===== src/rtl/uart_tx.sv =====
// UART transmitter: pops one word per frame from an upstream FIFO and serialises it LSB first.
// Optional even-parity bit is compiled in when UART_TX_PARITY_EN is defined.
module uart_tx #(
  parameter int unsigned DBIT    = 8,
  parameter int unsigned SB_TICK = 16
) (
  input  logic            clk,
  input  logic            reset,
  input  logic            s_tick,
  input  logic            fifo_empty,
  input  logic [DBIT-1:0] fifo_data,
  output logic            fifo_rd,
  output logic            tx,
  output logic            tx_busy,
  output logic            tx_done_tick
);

  localparam int unsigned TW = (SB_TICK > 16) ? $clog2(SB_TICK) : 4;
  localparam int unsigned BW = 3;

  typedef enum logic [2:0] {
    IDLE,
    START,
    DATA,
`ifdef UART_TX_PARITY_EN
    PARITY,
`endif
    STOP
  } state_t;

  state_t          state_q;
  logic [TW-1:0]   tick_q;
  logic [BW-1:0]   bit_q;
  logic [DBIT-1:0] shreg_q;
  logic            tx_q;
  logic            busy_q;
  logic            done_q;
  logic            arm_q;
`ifdef UART_TX_PARITY_EN
  logic            par_q;
`endif

  // arm_q keeps the pop strobe quiet until the first edge after reset release
  assign fifo_rd      = arm_q && (state_q == IDLE) && !fifo_empty;
  assign tx           = tx_q;
  assign tx_busy      = busy_q;
  assign tx_done_tick = done_q;

  always_ff @(posedge clk or negedge reset) begin
    if (!reset) begin
      state_q <= IDLE;
      tick_q  <= '0;
      bit_q   <= '0;
      shreg_q <= '0;
      tx_q    <= 1'b1;
      busy_q  <= 1'b0;
      done_q  <= 1'b0;
      arm_q   <= 1'b0;
`ifdef UART_TX_PARITY_EN
      par_q   <= 1'b0;
`endif
    end else begin
      arm_q  <= 1'b1;
      done_q <= 1'b0;
      case (state_q)
        IDLE: begin
          tx_q <= 1'b1;
          if (fifo_rd) begin
            shreg_q <= fifo_data;
            tick_q  <= '0;
            bit_q   <= '0;
            tx_q    <= 1'b0;
            busy_q  <= 1'b1;
            state_q <= START;
`ifdef UART_TX_PARITY_EN
            par_q   <= ^fifo_data;
`endif
          end
        end
        START: begin
          if (s_tick) begin
            if (tick_q == TW'(15)) begin
              tick_q  <= '0;
              tx_q    <= shreg_q[0];
              state_q <= DATA;
            end else begin
              tick_q <= tick_q + TW'(1);
            end
          end
        end
        DATA: begin
          if (s_tick) begin
            if (tick_q == TW'(15)) begin
              tick_q  <= '0;
              shreg_q <= {1'b0, shreg_q[DBIT-1:1]};
              if (bit_q == BW'(DBIT - 1)) begin
`ifdef UART_TX_PARITY_EN
                tx_q    <= par_q;
                state_q <= PARITY;
`else
                tx_q    <= 1'b1;
                state_q <= STOP;
`endif
              end else begin
                bit_q <= bit_q + BW'(1);
                tx_q  <= shreg_q[1];
              end
            end else begin
              tick_q <= tick_q + TW'(1);
            end
          end
        end
`ifdef UART_TX_PARITY_EN
        PARITY: begin
          if (s_tick) begin
            if (tick_q == TW'(15)) begin
              tick_q  <= '0;
              tx_q    <= 1'b1;
              state_q <= STOP;
            end else begin
              tick_q <= tick_q + TW'(1);
            end
          end
        end
`endif
        STOP: begin
          if (s_tick) begin
            if (tick_q == TW'(SB_TICK - 1)) begin
              tick_q  <= '0;
              busy_q  <= 1'b0;
              done_q  <= 1'b1;
              state_q <= IDLE;
            end else begin
              tick_q <= tick_q + TW'(1);
            end
          end
        end
        default: begin
          tx_q    <= 1'b1;
          busy_q  <= 1'b0;
          state_q <= IDLE;
        end
      endcase
    end
  end

endmodule


===== config.mk =====
export PLATFORM = sky130hd
export DESIGN_NAME = uart_tx
export DESIGN_NICKNAME = d
export VERILOG_FILES = /design/src/rtl/uart_tx.sv
export SDC_FILE = /design/constraint.sdc
export NUM_CORES = 1
export LEC_CHECK = 0
export CAP_MARGIN = 0
export CELL_PAD_IN_SITES_DETAIL_PLACEMENT = 1
export CELL_PAD_IN_SITES_GLOBAL_PLACEMENT = 2
export CORE_UTILIZATION = 35
export DETAILED_ROUTE_END_ITERATION = 6
export PLACE_DENSITY_LB_ADDON = 0.2
export SYNTH_ARGS = -nofsm -noshare
export SYNTH_HDL_FRONTEND = slang
export SYNTH_SLANG_ARGS = --single-unit

===== constraint.sdc =====
create_clock -name clk -period 4.4 [get_ports clk]
set_input_delay 1.1 -clock clk [delete_from_list [all_inputs] [get_ports clk]]
set_output_delay 1.1 -clock clk [all_outputs]
set_load 0.1 [all_outputs]

; ---- Word level (Yosys, flattened, before mapping)
; Index checks and enable logic that the tools add are counted.
[totals]
ff_bits = 22
input_bits = 12
elab_cells = 77
output_inout_bits = 4
[classes]
bitwise = 2
reduce_logical = 14
n_addsub = 2
muxes = 36
n_eq_ne = 15
[ops]
columns = cell, count
row1 = 3-bit two-way mux, 12
row2 = 8-bit two-way mux, 3
row3 = "2-bit != test, second input constant", 9
row4 = 8-bit one-hot mux with 2 select lines, 1
row5 = 1-bit two-way mux, 12
row6 = 4-bit two-way mux, 3
row7 = 3-bit one-hot mux with 4 select lines, 1
row8 = 5-bit AND reduction, 2
row9 = 4-bit one-hot mux with 2 select lines, 1
row10 = 4-bit AND reduction, 2
row11 = 8-bit AND reduction, 1
row12 = "3-bit by 2-bit == test with 1-bit output, second input constant", 2
row13 = 3-bit one-hot mux with 2 select lines, 1
row14 = "4-bit by 1-bit adder with 4-bit output, second input constant", 1
row15 = "4-bit == test, second input constant", 1
row16 = 1-bit one-hot mux with 4 select lines, 1
row17 = 2-bit nonzero test, 2
row18 = "3-bit by 1-bit adder with 3-bit output, second input constant", 1
row19 = "3-bit by 1-bit == test with 1-bit output, second input constant", 1
row20 = "3-bit == test, second input constant", 1
row21 = 3-bit logical NOT, 1
row22 = 1-bit one-hot mux with 3 select lines, 1
row23 = 3-bit AND reduction, 1
row24 = 3-bit OR reduction, 1
row25 = 5 further kinds, 7

; ---- Longest topological paths before layout
; Gate-level depths: netlist of the first run.
[depth]
ltp_word = 5
ltp_mapped = 7
mapped_depth_nobuf = 6

; ---- Worst setup path after synthesis of the first run
; No wires, ideal clock.
[synth_path]
path_kind = input-to-output
startpoint = in fifo_empty
endpoint = out fifo_rd
arrival_time_ps = 2522
path_stages = 2
path_buffers = 0
path_slack_ps = 778
required_time_ps = 3300
path_cell_list = nand2b_4 nor2_1
[synth_via]
elab_chain_len = 2
[synth_rtl]
columns = element, line_no
row1 = from (decl), 10  ; input logic fifo_empty,
row2 = 1-bit logical NOT, 44  ; assign fifo_rd = arm_q && (state_q == IDLE) && !fifo_empty;
row3 = 1-bit logical AND, 44
row4 = to (decl), 12  ; output logic fifo_rd,
; Every way passes these cells.

; ---- Worst setup path in the final report of the first run
; Same ends and word-level chain as after synthesis.

==> results of run 1 <==
## per-stage QoR
| stage | utilization, % | power (W) | hold slack, ns | cell area (µm²) |
|---|---|---|---|---|
| after floorplan | - | 0.000773 | 0.462 | 1220 |
| after global placement | 41.5 | 0.000847 | 0.467 | 1380 |
| after detailed placement | 41.5 | 0.000864 | 0.473 | 1380 |
| after CTS | 42.3 | 0.000962 | 0.488 | 1410 |
| after global routing | 42.3 | 0.00102 | 0.503 | 1410 |
| final | 42.3 | 0.000952 | 0.484 | 1410 |
## metal layers
metal	GRT usage (%)	up-vias	share of wire (%)	routed length [µm]
met2	24.6	13	48	1190
li1	-	423	-	-
met1	20.6	430	48	1200
met5	0	-	0	0
met4	4.87	0	1.6	39
met3	2.56	4	2.8	71
## how the worst min path moves through the flow
stage                            end  slack, ns  cells after the start
after global placement            tx       0.47                      2
after floorplan           shreg_q[7]       0.46                      2
after global routing              tx       0.50                      2
after detailed placement          tx       0.47                      2
final                             tx       0.48                      2
after CTS                         tx       0.49                      2
## kinds of logic (layout without fill, tap and decap cells)
logic type / count (synthesis) / in the layout / share of synthesized area [%]
compound gates: 22 / 22 / 11.8
xor+xnor: 1 / 1 / 0.720
fa+ha+maj: 7 / 7 / 7.19
buf+inv: 7 / 22 / 4.11
flops: 21 / 21 / 43.3
mux: 18 / 18 / 17.5
other cells: 1 / 1 / 0.308
simple gates: 31 / 31 / 15.1
## cell type report
cell class | instances | share of cell area (%)
Multi-Input combinational cell | 80 | 45.4
Timing Repair Buffer | 15 | 10.5
Sequential cell | 21 | 37.3
Inverter | 3 | 0.798
Clock inverter | 1 | 0.355
Tap cell | 46 | 4.08
Clock buffer | 3 | 1.60
## placed cells by master, fill, tap and decap left out, drive strengths merged, types with 4 or more instances in the layout
cell,synthesis,layout
o21ai,12,12
nor2,8,8
nand2,8,8
mux2,16,16
dfrtp,20,20
clkdlybuf4s50,0,14
nand4,4,4
ha,7,7
## worst register-to-register path: stages, from the launching register on
cell     delay [ns]
dfrtp_1        0.43
inv_1          0.09
ha_1           0.72
mux2i_4        0.44
nor2_8         0.08
mux2_2         0.29
## registers in the layout, indices dropped and copies added (netlist names)
register	flops
tx_done_tick	1
tick_q	4
tx	1
state_q	2
arm_q	1
bit_q	3
shreg_q	8
tx_busy	1
## power by group through the flow
stage / clock (W) / combinational, W / sequential [W]
finish: 0.0000976 / 0.000515 / 0.000340
global route: 0.000109 / 0.000560 / 0.000352
CTS: 0.000102 / 0.000520 / 0.000340
detailed placement: 0 / 0.000520 / 0.000344
global placement: 0 / 0.000510 / 0.000337
floorplan: 0 / 0.000389 / 0.000383
==> results.tsv, run 1 <==
stage	metric	value	unit
status	outcome	complete, no violations	
route	wl_per_cell	14.8	µm
critical_path	crit_arrival	2.13	ns
sta	tightest_slew	0.984	ns
critical_path	critPathTopFamily	buffers and inverters	
sta	period_needed	3.23	ns
worst_hold_path	min-delay-start	tx	
route	vias	870	
route	route.detailed.drc	0	
cells_and_area	multiInputGateArea	641	µm²
die	io_pins	16	
cells_and_area	fillers	386	
cells_and_area	finalNetCount	143	
yosys	yosysMostFrequentCell	dfrtp_1	
critical_path	critPathKind	in2out	
cts	postCtsHoldBufs	0	
pwr	p_seq_share	35.7	%
pwr	switching_share	43.6	%
yosys	synth_cells	108	
pwr	p_switching	0.000415	W
global_route	grt_max_degree	22	
route	drt-initial-drc-count	16	
yosys	synth_top_area_share	41.1	%
placement	dp_hpwl	1.77	mm
cells_and_area	seqCellArea	527	µm²
pwr	pwr-share-comb	54.1	%
critical_path	r2r-end	shreg_q[5]	
yosys	yosysUniqueCellTypes	31	
yosys	async_flop_share	100	%
yosys	synth_warnings	0	
yosys	synth_ff_type	dfrtp_1	
critical_path	cp.depth	4	
die	initial_core_util	36.5	%
sta	setup_viol	0	
die	die_y	61.0	µm
route	vias_per_cell	5.15	
route	finalWirelength	2.50	mm
sta	relSlewSlack	34.2	%
pwr	p_leak	0.609	nW
global_route	grt_pass1_vias	880	
placement	place.port_buffers	15	
cts	numCtsBuffers	3	
die	dieWidth	61.0	µm
global_route	grt-ovfl-total	0	
run	cap_violations	0	
cts	cts_resized	0	
yosys	syn_nets	127	
cells_and_area	diodes	0	
critical_path	crit_buf_inv	2	
pwr	powerDensity	675	nW/µm²
pwr	internal-power	0.000538	W
die	core	3340	µm²
sta	grt_setup_unrepaired	no	
cts	cts_tree	yes	
global_route	antenna_found_initial	0	
critical_path	crit_chain	clkdlybuf4s50_1, nand2b_4, nor2_1, buf_4	
critical_path	rrSetupSlack	2.24	ns
pwr	clockPowerShare	10.2	%
critical_path	crit_start	fifo_empty	
placement	place_ws	1.16	ns
critical_path	r2r-start	state_q[0]	
yosys	synth_edf_count	0	
sta	setup_slack	1.17	ns
global_route	grt_pass1_wl	4.08	mm
placement	dp_cells	165	
sta	fin_crit_sh	73.3	%
cts	htree_levels	1	
critical_path	reg2reg_depth	5	
worst_hold_path	min_path_type	reg2reg	
yosys	yosysTopAreaCell	dfrtp_1	
pwr	ir_worst_vdd	0.000442	V
sta	fin_skew	0.00256	ns
sta	max_freq	310	MHz
cells_and_area	syn2layout_area_growth	15.9	%
route	antenna_left	0	
route	dr.pass1.iters	4	
critical_path	required	3.30	ns
die	row_count	21	
global_route	gr-usage-all-layers	15.2	%
critical_path	cp_slowest_stage_delay	0.40	ns
sta	finalSetupTns	0	ns
critical_path	path_max_fanout	5	
critical_path	endpoint	fifo_rd	
cts	path_clk_slew	0.13	ns
cells_and_area	drive_gt1_share	22.0	%
cts	cts_setup_buffers	0	
sta	hold_viol	0	
critical_path	cpMaxStageDelayCell	clkdlybuf4s50_1	
cts	cts_root_buffer	clkbuf_4	
cts	cts_buffer_depth	2	
yosys	syn_area	1220	µm²
cts	worstSkewPairLatency	0.31	ns
yosys	synth-seq-area-share	43.3	%
placement	gp_congestion	0.711	
yosys	synth_common_cells	20 x dfrtp_1, 16 x mux2_2, 12 x o21ai_0	
sta	drv_slew	0	
critical_path	endpoint_kind	output pin	
die	dieArea	3720	µm²
yosys	synth-seq-cells	21	
yosys	avgSynthCellArea	11.3	µm²
cts	cts.sinks	21	
critical_path	cp-start-kind	primary input	
cells_and_area	final_cells	169	
yosys	synthTopCellsByArea	dfrtp_1 41%, mux2_2 15%, ha_1 7.2%, o21ai_0 4.9%, buf_6 2.8%	
No activity file was read; power rests on OpenSTA's default activity.
==> run 2, diff against run 1 <==
==> constraint.sdc (replaced) <==
create_clock -name clk -period 3.2 [get_ports clk]
set_input_delay 0.8 -clock clk [delete_from_list [all_inputs] [get_ports clk]]
set_output_delay 0.8 -clock clk [all_outputs]
set_load 0.1 [all_outputs]
==> run 2 against run 1 <==
Non-clock buffer count increased by 2. Via count is 1.5% higher. Global-route usage fell by 0.52 points. Largest cell class unchanged.
==> results.tsv, run 2 (synthesized netlist as in run 1, its figures left out) <==
stage	metric	value	unit
route	dr.pass1.iters	4	
pwr	p_leak	0.626	nW
route	vias	883	
cts	cts_resized	0	
route	finalWirelength	2.39	mm
die	initial_core_util	36.5	%
cells_and_area	regMostFlops	shreg_q	
placement	dp_hpwl	1.82	mm
critical_path	crit_path_frequent_cell	inv_1	
global_route	grtUsageMet3	2.77	%
cts	cts_tree	yes	
cells_and_area	finalNetCount	145	
route	antenna_left	0	
pwr	ir_worst_vdd	0.000585	V
cells_and_area	syn2layout_area_growth	17.6	%
critical_path	cpMaxStageDelayCell	ha_1	
cells_and_area	largest_reg_flops	8	
cts	postCtsHoldBufs	0	
sta	tightest_slew	0.539	ns
critical_path	critPathKind	reg2out	
critical_path	cp_slowest_stage_delay	0.46	ns
critical_path	critPathTopFamily	adder cells	
sta	relSlewSlack	64.1	%
global_route	gr-max-usage-layer	met2	
global_route	use_met2	24.6	%
route	wl_per_cell	14.0	µm
cts	path_clk_slew	0.12	ns
pwr	powerDensity	914	nW/µm²
sta	max_freq	373	MHz
global_route	grt_pass1_wl	3.97	mm
die	core	3340	µm²
critical_path	crit_arrival	1.88	ns
cts	cts_buffer_depth	2	
cts	worstSkewPairLatency	0.30	ns
cells_and_area	final_cell_mix	20 x dfrtp_1, 16 x mux2_2, 12 x o21ai_0	
sta	setup_slack	0.516	ns
die	dieWidth	61.0	µm
global_route	grt-ovfl-total	0	
cts	numCtsBuffers	3	
die	row_count	21	
global_route	grt_pass1_vias	860	
sta	grt_setup_unrepaired	no	
critical_path	endpoint_kind	output pin	
critical_path	crit_chain	inv_1, ha_1, inv_1, nor2_1, buf_12	
cells_and_area	diodes	0	
die	dieArea	3720	µm²
sta	drv_slew	0	
global_route	grt_max_degree	22	
sta	fin_crit_sh	83.9	%
critical_path	path_max_fanout	12	
critical_path	crit_buf_inv	3	
cells_and_area	reg_top3	shreg_q x8, tick_q x4, bit_q x3	
cts	cts_setup_buffers	0	
sta	fin_skew	0.00189	ns
sta	period_needed	2.68	ns
route	route.detailed.drc	0	
route	drt-initial-drc-count	9	
sta	setup_viol	0	
die	die_y	61.0	µm
worst_hold_path	min_path_type	reg2reg	
route	vias_per_cell	5.16	
global_route	antenna_found_initial	0	
sta	hold_ws	0.491	ns
placement	place.port_buffers	15	
sta	finalSetupTns	0	ns
global_route	gr-usage-all-layers	14.6	%
critical_path	required	2.40	ns
placement	place_ws	0.586	ns
placement	gp_congestion	0.727	
critical_path	cp-start-kind	register	
global_route	met1_usage	19.3	%
cts	cts_root_buffer	clkbuf_4	
cells_and_area	drive_gt1_share	25.6	%
status	outcome	complete, no violations	
cts	htree_levels	1	
cells_and_area	final_common_cell	dfrtp_1	
run	cap_violations	0	
die	io_pins	16	
cts	cts.sinks	21	
sta	hold_viol	0	
[run 2: worst reg2reg max path: stages, from the launching register on]
cell and delay [ns]:
dfrtp_1 0.43, inv_1 0.09, ha_1 0.46, and2_1 0.53, nor2_8 0.11, mux2_2 0.29
[run 2: area by class of cell]
| class | instances | area, µm² |
|---|---|---|
| Clock buffer | 3 | 22.5 |
| Sequential cell | 21 | 527 |
| Clock inverter | 1 | 5.00 |
| Fill cell | 383 | 1910 |
| Timing Repair Buffer | 17 | 168 |
| Multi-Input combinational cell | 80 | 641 |
| Inverter | 3 | 11.3 |
| Tap cell | 46 | 57.6 |
[run 2: final timing paths]
check / endpoint / slack, ns / depth (start not counted) / from
worst max register to register: shreg_q[6] / 1.19 / 5 / state_q[1]
min in group asynchronous: shreg_q[5] / 0.84 / 2 / reset
worst min register to register: tx / 0.49 / 2 / tx
worst max-delay path: fifo_rd / 0.52 / 5 / state_q[1]
worst min-delay path: tx / 0.49 / 2 / tx
max in group asynchronous: tx / 2.09 / 2 / reset
[run 2: routing by layer]
layer  vias up  part of all wire, %  routed length (µm)
met2        13                   48                1150
met1       440                   47                1140
met3         4                  3.3                  80
met5         -                    0                   0
li1        426                    -                   -
met4         0                  1.0                  24
[run 2: where the power goes]
group          internal (W)  total (W)  switching (W)
Sequential         0.000380   0.000467      0.0000866
Clock             0.0000466   0.000126      0.0000794
Combinational      0.000321   0.000716       0.000396
[run 2: per-stage QoR]
| step | util, % | cell area [µm²] | total power, W | cells |
|---|---|---|---|---|
| after floorplan | - | 1220 | 0.00106 | 108 |
| after global placement | 42.1 | 1400 | 0.00118 | 167 |
| after detailed placement | 42.1 | 1400 | 0.00120 | 167 |
| after CTS | 42.9 | 1430 | 0.00133 | 171 |
| after global routing | 42.9 | 1430 | 0.00142 | 171 |
| final | 42.9 | 1430 | 0.00131 | 171 |
